[src/rtl/mem_access_pkg.sv]
// rtl/mem_access_pkg.sv - aluop codes, FSM encoding and op-classification helpers for the MEM stage
package mem_access_pkg;

    localparam logic [7:0] EXE_LB_OP  = 8'b11100000;
    localparam logic [7:0] EXE_LBU_OP = 8'b11100100;
    localparam logic [7:0] EXE_LH_OP  = 8'b11100001;
    localparam logic [7:0] EXE_LHU_OP = 8'b11100101;
    localparam logic [7:0] EXE_LW_OP  = 8'b11100011;
    localparam logic [7:0] EXE_SB_OP  = 8'b11101000;
    localparam logic [7:0] EXE_SH_OP  = 8'b11101001;
    localparam logic [7:0] EXE_SW_OP  = 8'b11101011;
    localparam logic [7:0] EXE_LL_OP  = 8'b11110000;
    localparam logic [7:0] EXE_SC_OP  = 8'b11111000;

    typedef enum logic [1:0] {
        ST_IDLE  = 2'd0,
        ST_BUS   = 2'd1,
        ST_DONE  = 2'd2,
        ST_ABORT = 2'd3
    } mem_state_t;

    function automatic logic is_load_op(input logic [7:0] op);
        case (op)
            EXE_LB_OP, EXE_LBU_OP, EXE_LH_OP, EXE_LHU_OP, EXE_LW_OP, EXE_LL_OP: return 1'b1;
            default: return 1'b0;
        endcase
    endfunction

    function automatic logic is_store_op(input logic [7:0] op);
        case (op)
            EXE_SB_OP, EXE_SH_OP, EXE_SW_OP, EXE_SC_OP: return 1'b1;
            default: return 1'b0;
        endcase
    endfunction

    function automatic logic is_misaligned(input logic [7:0] op, input logic [1:0] lo);
        case (op)
            EXE_LH_OP, EXE_LHU_OP, EXE_SH_OP:        return lo[0];
            EXE_LW_OP, EXE_SW_OP, EXE_LL_OP, EXE_SC_OP: return lo != 2'b00;
            default: return 1'b0;
        endcase
    endfunction

endpackage

[src/rtl/mem_access_if.sv]
// rtl/mem_access_if.sv - req/ack data bus between the MEM stage and memory
interface mem_access_if;
    logic        dbus_req;
    logic        dbus_we;
    logic [31:0] dbus_addr;
    logic [3:0]  dbus_sel;
    logic [31:0] dbus_wdata;
    logic [31:0] dbus_rdata;
    logic        dbus_ack;

    modport master (
        output dbus_req, dbus_we, dbus_addr, dbus_sel, dbus_wdata,
        input  dbus_rdata, dbus_ack
    );

    modport slave (
        input  dbus_req, dbus_we, dbus_addr, dbus_sel, dbus_wdata,
        output dbus_rdata, dbus_ack
    );
endinterface

[src/rtl/mem_load_align.sv]
// rtl/mem_load_align.sv - big-endian byte/half select and sign/zero extension of bus read data
module mem_load_align
    import mem_access_pkg::*;
(
    input  logic [7:0]  aluop,
    input  logic [1:0]  addr_lo,
    input  logic [31:0] rdata,
    output logic [31:0] data
);

    logic [7:0]  sel_byte;
    logic [15:0] sel_half;

    always_comb begin
        sel_byte = 8'h00;
        sel_half = 16'h0000;
        data     = rdata;
        // Byte address 00 lives in bits 31:24 on this big-endian bus.
        case (addr_lo)
            2'b00:   sel_byte = rdata[31:24];
            2'b01:   sel_byte = rdata[23:16];
            2'b10:   sel_byte = rdata[15:8];
            default: sel_byte = rdata[7:0];
        endcase
        sel_half = addr_lo[1] ? rdata[15:0] : rdata[31:16];
        case (aluop)
            EXE_LB_OP:  data = {{24{sel_byte[7]}}, sel_byte};
            EXE_LBU_OP: data = {24'h000000, sel_byte};
            EXE_LH_OP:  data = {{16{sel_half[15]}}, sel_half};
            EXE_LHU_OP: data = {16'h0000, sel_half};
            default:    data = rdata;
        endcase
    end

endmodule

[src/rtl/mem_access.sv]
// rtl/mem_access.sv - MIPS MEM stage: bus sequencing, stall request, load formatting, LL/SC link bit
module mem_access
    import mem_access_pkg::*;
(
    input  logic        clk,
    input  logic        rst,
    input  logic [5:0]  stall,
    input  logic        flush,
    input  logic [4:0]  mem_wd,
    input  logic        mem_wreg,
    input  logic [31:0] mem_wdata,
    input  logic [7:0]  mem_aluop,
    input  logic [31:0] mem_mem_addr,
    input  logic [31:0] mem_reg2,
    output logic [4:0]  out_wd,
    output logic        out_wreg,
    output logic [31:0] out_wdata,
    output logic        stallreq,
    output logic [1:0]  align_err,
    mem_access_if.master dbus
);

    mem_state_t  state, next_state;
    logic        llbit;
    logic [31:0] result;
    logic        start_bus;

    logic        bus_we;
    logic [31:0] bus_addr;
    logic [3:0]  bus_sel;
    logic [31:0] bus_wdata;
    logic [7:0]  bus_op;
    logic [1:0]  bus_lo;

    logic        is_load, is_store, is_mem, misaligned;
    logic [3:0]  req_sel;
    logic [31:0] req_wdata;
    logic [31:0] load_data;

    logic unused_stall;
    assign unused_stall = &{1'b0, stall[5], stall[3:0]};

    assign is_load    = is_load_op(mem_aluop);
    assign is_store   = is_store_op(mem_aluop);
    assign is_mem     = is_load | is_store;
    assign misaligned = is_misaligned(mem_aluop, mem_mem_addr[1:0]);

    always_comb begin
        req_sel   = 4'b1111;
        req_wdata = 32'h0;
        case (mem_aluop)
            EXE_LB_OP, EXE_LBU_OP, EXE_SB_OP: req_sel = 4'b1000 >> mem_mem_addr[1:0];
            EXE_LH_OP, EXE_LHU_OP, EXE_SH_OP: req_sel = mem_mem_addr[1] ? 4'b0011 : 4'b1100;
            default:                          req_sel = 4'b1111;
        endcase
        case (mem_aluop)
            EXE_SB_OP:            req_wdata = {4{mem_reg2[7:0]}};
            EXE_SH_OP:            req_wdata = {2{mem_reg2[15:0]}};
            EXE_SW_OP, EXE_SC_OP: req_wdata = mem_reg2;
            default:              req_wdata = 32'h0;
        endcase
    end

    mem_load_align u_load_align (
        .aluop   (bus_op),
        .addr_lo (bus_lo),
        .rdata   (dbus.dbus_rdata),
        .data    (load_data)
    );

    always_ff @(posedge clk or posedge rst) begin
        if (rst) begin
            state <= ST_IDLE;
        end else begin
            state <= next_state;
        end
    end

    always_comb begin
        next_state = state;
        start_bus  = 1'b0;
        out_wd     = mem_wd;
        out_wreg   = mem_wreg;
        out_wdata  = mem_wdata;
        stallreq   = 1'b0;
        align_err  = 2'b00;
        case (state)
            ST_IDLE: begin
                if (flush) begin
                    out_wd    = 5'd0;
                    out_wreg  = 1'b0;
                    out_wdata = 32'h0;
                end else if (misaligned) begin
                    align_err = is_load ? 2'b01 : 2'b10;
                    out_wreg  = 1'b0;
                end else if (mem_aluop == EXE_SC_OP && !llbit) begin
                    out_wreg  = 1'b1;
                    out_wdata = 32'h0;
                end else if (is_mem) begin
                    stallreq   = 1'b1;
                    start_bus  = 1'b1;
                    next_state = ST_BUS;
                end
            end
            ST_BUS: begin
                stallreq = !flush;
                out_wreg = 1'b0;
                if (flush) begin
                    next_state = dbus.dbus_ack ? ST_IDLE : ST_ABORT;
                end else if (dbus.dbus_ack) begin
                    next_state = ST_DONE;
                end
            end
            ST_DONE: begin
                out_wdata = result;
                if (flush) begin
                    out_wd     = 5'd0;
                    out_wreg   = 1'b0;
                    out_wdata  = 32'h0;
                    next_state = ST_IDLE;
                end else if (!stall[4]) begin
                    next_state = ST_IDLE;
                end
            end
            ST_ABORT: begin
                // The flushed transfer must still drain; a new memory op waits behind it.
                out_wreg = 1'b0;
                stallreq = is_mem && !flush;
                if (dbus.dbus_ack) begin
                    next_state = ST_IDLE;
                end
            end
            default: next_state = ST_IDLE;
        endcase
        if (rst) begin
            out_wd    = 5'd0;
            out_wreg  = 1'b0;
            out_wdata = 32'h0;
            stallreq  = 1'b0;
            align_err = 2'b00;
        end
    end

    always_ff @(posedge clk or posedge rst) begin
        if (rst) begin
            llbit     <= 1'b0;
            result    <= 32'h0;
            bus_we    <= 1'b0;
            bus_addr  <= 32'h0;
            bus_sel   <= 4'h0;
            bus_wdata <= 32'h0;
            bus_op    <= 8'h00;
            bus_lo    <= 2'b00;
        end else begin
            if (start_bus) begin
                bus_we    <= is_store;
                bus_addr  <= {mem_mem_addr[31:2], 2'b00};
                bus_sel   <= req_sel;
                bus_wdata <= req_wdata;
                bus_op    <= mem_aluop;
                bus_lo    <= mem_mem_addr[1:0];
            end
            if (state == ST_BUS && dbus.dbus_ack && !flush) begin
                if (bus_op == EXE_SC_OP) begin
                    result <= 32'h1;
                end else if (bus_we) begin
                    result <= 32'h0;
                end else begin
                    result <= load_data;
                end
                if (bus_op == EXE_LL_OP) begin
                    llbit <= 1'b1;
                end else if (bus_op == EXE_SC_OP) begin
                    llbit <= 1'b0;
                end
            end
            if (flush) begin
                llbit <= 1'b0;
            end
        end
    end

    assign dbus.dbus_req   = (state == ST_BUS) || (state == ST_ABORT);
    assign dbus.dbus_we    = bus_we;
    assign dbus.dbus_addr  = bus_addr;
    assign dbus.dbus_sel   = bus_sel;
    assign dbus.dbus_wdata = bus_wdata;

endmodule
[src/flat_wrapper.sv]
// flat-port wrapper written by rule: the top's interface ports become plain ports
module mem_access_flat import mem_access_pkg::*;
  (clk, rst, stall, flush, mem_wd, mem_wreg, mem_wdata, mem_aluop, mem_mem_addr, mem_reg2, out_wd, out_wreg, out_wdata, stallreq, align_err, dbus_dbus_req, dbus_dbus_we, dbus_dbus_addr, dbus_dbus_sel, dbus_dbus_wdata, dbus_dbus_rdata, dbus_dbus_ack);
  mem_access_if dbus_i ();
  input  logic clk;
  input  logic rst;
  input  logic [5:0] stall;
  input  logic flush;
  input  logic [4:0] mem_wd;
  input  logic mem_wreg;
  input  logic [31:0] mem_wdata;
  input  logic [7:0] mem_aluop;
  input  logic [31:0] mem_mem_addr;
  input  logic [31:0] mem_reg2;
  output logic [4:0] out_wd;
  output logic out_wreg;
  output logic [31:0] out_wdata;
  output logic stallreq;
  output logic [1:0] align_err;
  output wire logic [$bits(dbus_i.dbus_req)-1:0] dbus_dbus_req;
  output wire logic [$bits(dbus_i.dbus_we)-1:0] dbus_dbus_we;
  output wire logic [$bits(dbus_i.dbus_addr)-1:0] dbus_dbus_addr;
  output wire logic [$bits(dbus_i.dbus_sel)-1:0] dbus_dbus_sel;
  output wire logic [$bits(dbus_i.dbus_wdata)-1:0] dbus_dbus_wdata;
  input wire logic [$bits(dbus_i.dbus_rdata)-1:0] dbus_dbus_rdata;
  input wire logic [$bits(dbus_i.dbus_ack)-1:0] dbus_dbus_ack;
  assign dbus_dbus_req = dbus_i.dbus_req;
  assign dbus_dbus_we = dbus_i.dbus_we;
  assign dbus_dbus_addr = dbus_i.dbus_addr;
  assign dbus_dbus_sel = dbus_i.dbus_sel;
  assign dbus_dbus_wdata = dbus_i.dbus_wdata;
  assign dbus_i.dbus_rdata = dbus_dbus_rdata;
  assign dbus_i.dbus_ack = dbus_dbus_ack;
  mem_access u_core (.clk(clk), .rst(rst), .stall(stall), .flush(flush), .mem_wd(mem_wd), .mem_wreg(mem_wreg), .mem_wdata(mem_wdata), .mem_aluop(mem_aluop), .mem_mem_addr(mem_mem_addr), .mem_reg2(mem_reg2), .out_wd(out_wd), .out_wreg(out_wreg), .out_wdata(out_wdata), .stallreq(stallreq), .align_err(align_err), .dbus(dbus_i));
endmodule
[config.mk]
export PLATFORM = sky130hd
export DESIGN_NAME = mem_access_flat
export DESIGN_NICKNAME = d
export VERILOG_FILES = /design/src/rtl/mem_access_pkg.sv /design/src/rtl/mem_access_if.sv /design/src/rtl/mem_load_align.sv /design/src/rtl/mem_access.sv /design/src/flat_wrapper.sv
export SDC_FILE = /design/constraint.sdc
export NUM_CORES = 1
export LEC_CHECK = 0
export ABC_AREA = 1
export CAP_MARGIN = 40
export CORE_MARGIN = 2
export CORE_UTILIZATION = 45
export DETAILED_ROUTE_END_ITERATION = 7
export GPL_ROUTABILITY_DRIVEN = 0
export PLACE_DENSITY_LB_ADDON = 0.25
export SLEW_MARGIN = 20
export SYNTH_ARGS = -nofsm -noshare
export SYNTH_HDL_FRONTEND = slang
export SYNTH_SLANG_ARGS = --single-unit
[constraint.sdc]
create_clock -name clk -period 7.9 [get_ports clk]
set_input_delay 1.58 -clock clk [delete_from_list [all_inputs] [get_ports clk]]
set_output_delay 1.58 -clock clk [all_outputs]
set_load 0.05 [all_outputs]
==> impl_metrics.json <==
{
  "cts_buffers": 9,
  "clk-insertion-delay-late_ns": 0.34,
  "p_int_mw": 1.588,
  "ys_seq_area_share_pct": 41.67,
  "drive_above_1_share_pct": 4.047,
  "critical_path_required_ns": 6.32,
  "peakVddDrop_mv": 0.1960,
  "endpoint_kind": "output port",
  "crit_fanout": 26,
  "synth-seq-cells": 112,
  "area_growth_syn_to_layout_pct": 42.87,
  "skew_ns": 0.006777,
  "synthesis.area_mm2": 0.006725,
  "worst_pin_slew_ns": 0.7993,
  "cts_tree": "built",
  "synthTopCellsByArea": "dfrtp_1, nand2_1, o21ai_0",
  "cts.htree.levels": 3,
  "arrival_ns": 4.70,
  "hold_path_class": "reg2reg",
  "overflow": 0,
  "antenna_found_initial": 0,
  "rows": 44,
  "detail_route.drc_violations": 0,
  "powerDensity_mw_per_mm2": 322.3,
  "max_stage_delay_ns": 0.84,
  "vias": 7117,
  "yosysTopAreaCell": "dfrtp_1",
  "r2r_setup_slack_ns": 5.04,
  "power_frac_seq_pct": 28.0,
  "nets": 1333,
  "cts_hold_buffers": 0,
  "finalMaxSlewViolations": 0,
  "timing.fmax_ghz": 0.1592,
  "synth-async-reset-ratio_pct": 100.0,
  "clockPowerShare_pct": 15.0,
  "cts.clk_slew.worst_paths_ns": 0.07,
  "clock_sinks": 112,
  "grt_pass1_vias": 6497,
  "synth_ff_type": "dfrtp_1",
  "start_kind": "primary input",
  "fin_setup_tns_ns": 0,
  "core_area_mm2": 0.01459,
  "crit_type": "in2out",
  "fp.dieW_um": 126.3,
  "ant_nets": 0,
  "gr-usage-all-layers_pct": 24.99,
  "drv_cap": 0,
  "fin_crit_ns": 6.280,
  "dp_hpwl_um": 14950,
  "io_buffers": 255,
  "post_cts_buffers": 0,
  "finalHoldViolations": 0,
  "yosysWarnings": 0,
  "yosysTopAreaCellShare_pct": 41.67,
  "synthCells": 962,
  "slew_headroom_pct": 46.72,
  "fill_cells": 1264,
  "setup_viol": 0,
  "cp_cell_sequence": "clkdlybuf4s50_1 > nand2_2 > nor2_2 > nand2_1 > nand2_4 > inv_2 > nand3_1 > nand2_2 > nand2_1 > buf_8 > nand3_1 > a21oi_1 > clkdlybuf4s50_1",
  "fp.dieArea_mm2": 0.01594,
  "combPwrFrac_pct": 57.0,
  "rsz0062_at_grt": "no",
  "synth_edf_count": 0,
  "start_util_pct": 46.10,
  "switchingPower_mw": 1.508,
  "avgSynthCellArea_um2": 6.991,
  "grt_pass1_wl_um": 32620,
  "swShare_pct": 48.71,
  "drtIter0Drc": 597,
  "yosysUniqueCellTypes": 36,
  "post_drt_wl_per_cell_um": 14.61,
  "status": "complete, no violations",
  "yosysMostFrequentCell": "nand2_1",
  "cts_resized": 0,
  "synthTopCellsByCount": "nand2_1, dfrtp_1, o21ai_0, inv_1, a21oi_1",
  "vias_per_cell": 5.195,
  "total_power_mw": 3.097,
  "cts_buffer_depth": 2,
  "io_pins": 263,
  "wl_um": 20010,
  "die_h_um": 126.3,
  "drt_pass1_iterations": 6,
  "diodes": 0,
  "period_share_pct": 79.50,
  "clock-root-buffer": "clkbuf_16",
  "grt_max_degree": 68,
  "leakage_nw": 4.448,
  "critPathSlowestCell": "clkdlybuf4s50_1"
}
-- metal layers --
layer / global-route usage (%) / routed length [µm]
met1: 35.77 / 8707
met3: 5.905 / 1879
met5: 0 / 0
met4: 8.274 / 524
met2: 37.44 / 8900
-- cell families (layout without fill, tap and decap cells) --
family	count (synthesis)	count (layout)	share of synthesized area, %
AO/OA/AOI/OAI	269	269	21.90
other	1	2	0.05576
AND/OR/NAND/NOR	424	424	26.12
buffers and inverters	156	379	10.25
flip-flops	112	112	41.67
-- state kept, by name (all words and copies together) (netlist names) --
name                    cells
u_core.bus_lo               2
u_core.dbus.dbus_addr      30
u_core.result              32
u_core.bus_op               8
u_core.dbus.dbus_sel        4
u_core.llbit                1
u_core.dbus.dbus_wdata     32
u_core.state                2
u_core.dbus.dbus_we         1
-- cell type report --
type                       count  area, µm²  area share, %
sequential                   112       2803          29.17
multi-input combinational    695       3241          33.73
clock buffer                   9      225.2          2.344
inverter                      97      366.6          3.816
tap                          184      230.2          2.396
clock inverter                 7      80.08         0.8334
timing repair buffer         266       2663          27.71
-- worst paths after layout --
kind                                         startpoint                                     to  depth (start not counted)
setup reg to reg            u_core.state[0]$_DFFE_PP0P_          u_core.result[20]$_DFFE_PP0P_                         11
setup / recovery                           mem_aluop[3]                          out_wdata[17]                         13
min in group asynchronous                           rst          u_core.result[18]$_DFFE_PP0P_                          2
hold / removal             u_core.bus_op[5]$_DFFE_PP0P_           u_core.bus_op[5]$_DFFE_PP0P_                          2
hold reg to reg            u_core.bus_op[5]$_DFFE_PP0P_           u_core.bus_op[5]$_DFFE_PP0P_                          2
max in group asynchronous                           rst  u_core.dbus.dbus_addr[24]$_DFFE_PP0P_                          3
-- through the flow --
step                      hold WS, ns  instances  util (%)  cell area (µm²)  worst slack (ns)
final                          0.4828       1370     65.86             9608             1.620
after detailed placement       0.4626       1354     63.77             9303             1.609
after CTS                      0.4814       1370     65.86             9608             1.617
after global placement         0.4580       1349     63.32             9238             1.333
after floorplan                0.4472        963         -             6730             1.892
after global routing           0.4957       1370     65.86             9608             1.405
-- power groups by stage --
stage / sequential [mW] / combinational, mW / clock, mW
global placement: 0.885 / 1.71 / 0
finish: 0.868 / 1.76 / 0.465
global route: 0.893 / 1.92 / 0.500
CTS: 0.866 / 1.76 / 0.475
detailed placement: 0.874 / 1.76 / 0
floorplan: 1.12 / 0.968 / 0
-- placed cells by master, fill, tap and decap left out, types with 13 or more instances in the layout --
cell type / instances
nand2_1: 298
clkdlybuf4s50_1: 255
dfrtp_1: 112
o21ai_0: 109
inv_1: 91
a21oi_1: 88
nand3_1: 62
nor2_1: 43
o211ai_1: 23
o21ai_1: 21
a21boi_0: 13
-- critical path, delay by kind of cell --
kind                   cells  cell delay [ns]
buffers and inverters      4             1.71
and+or+nand+nor            8             1.23
AOI/OAI and AO/OA          1             0.15
Power figures use the tool's default switching activity.
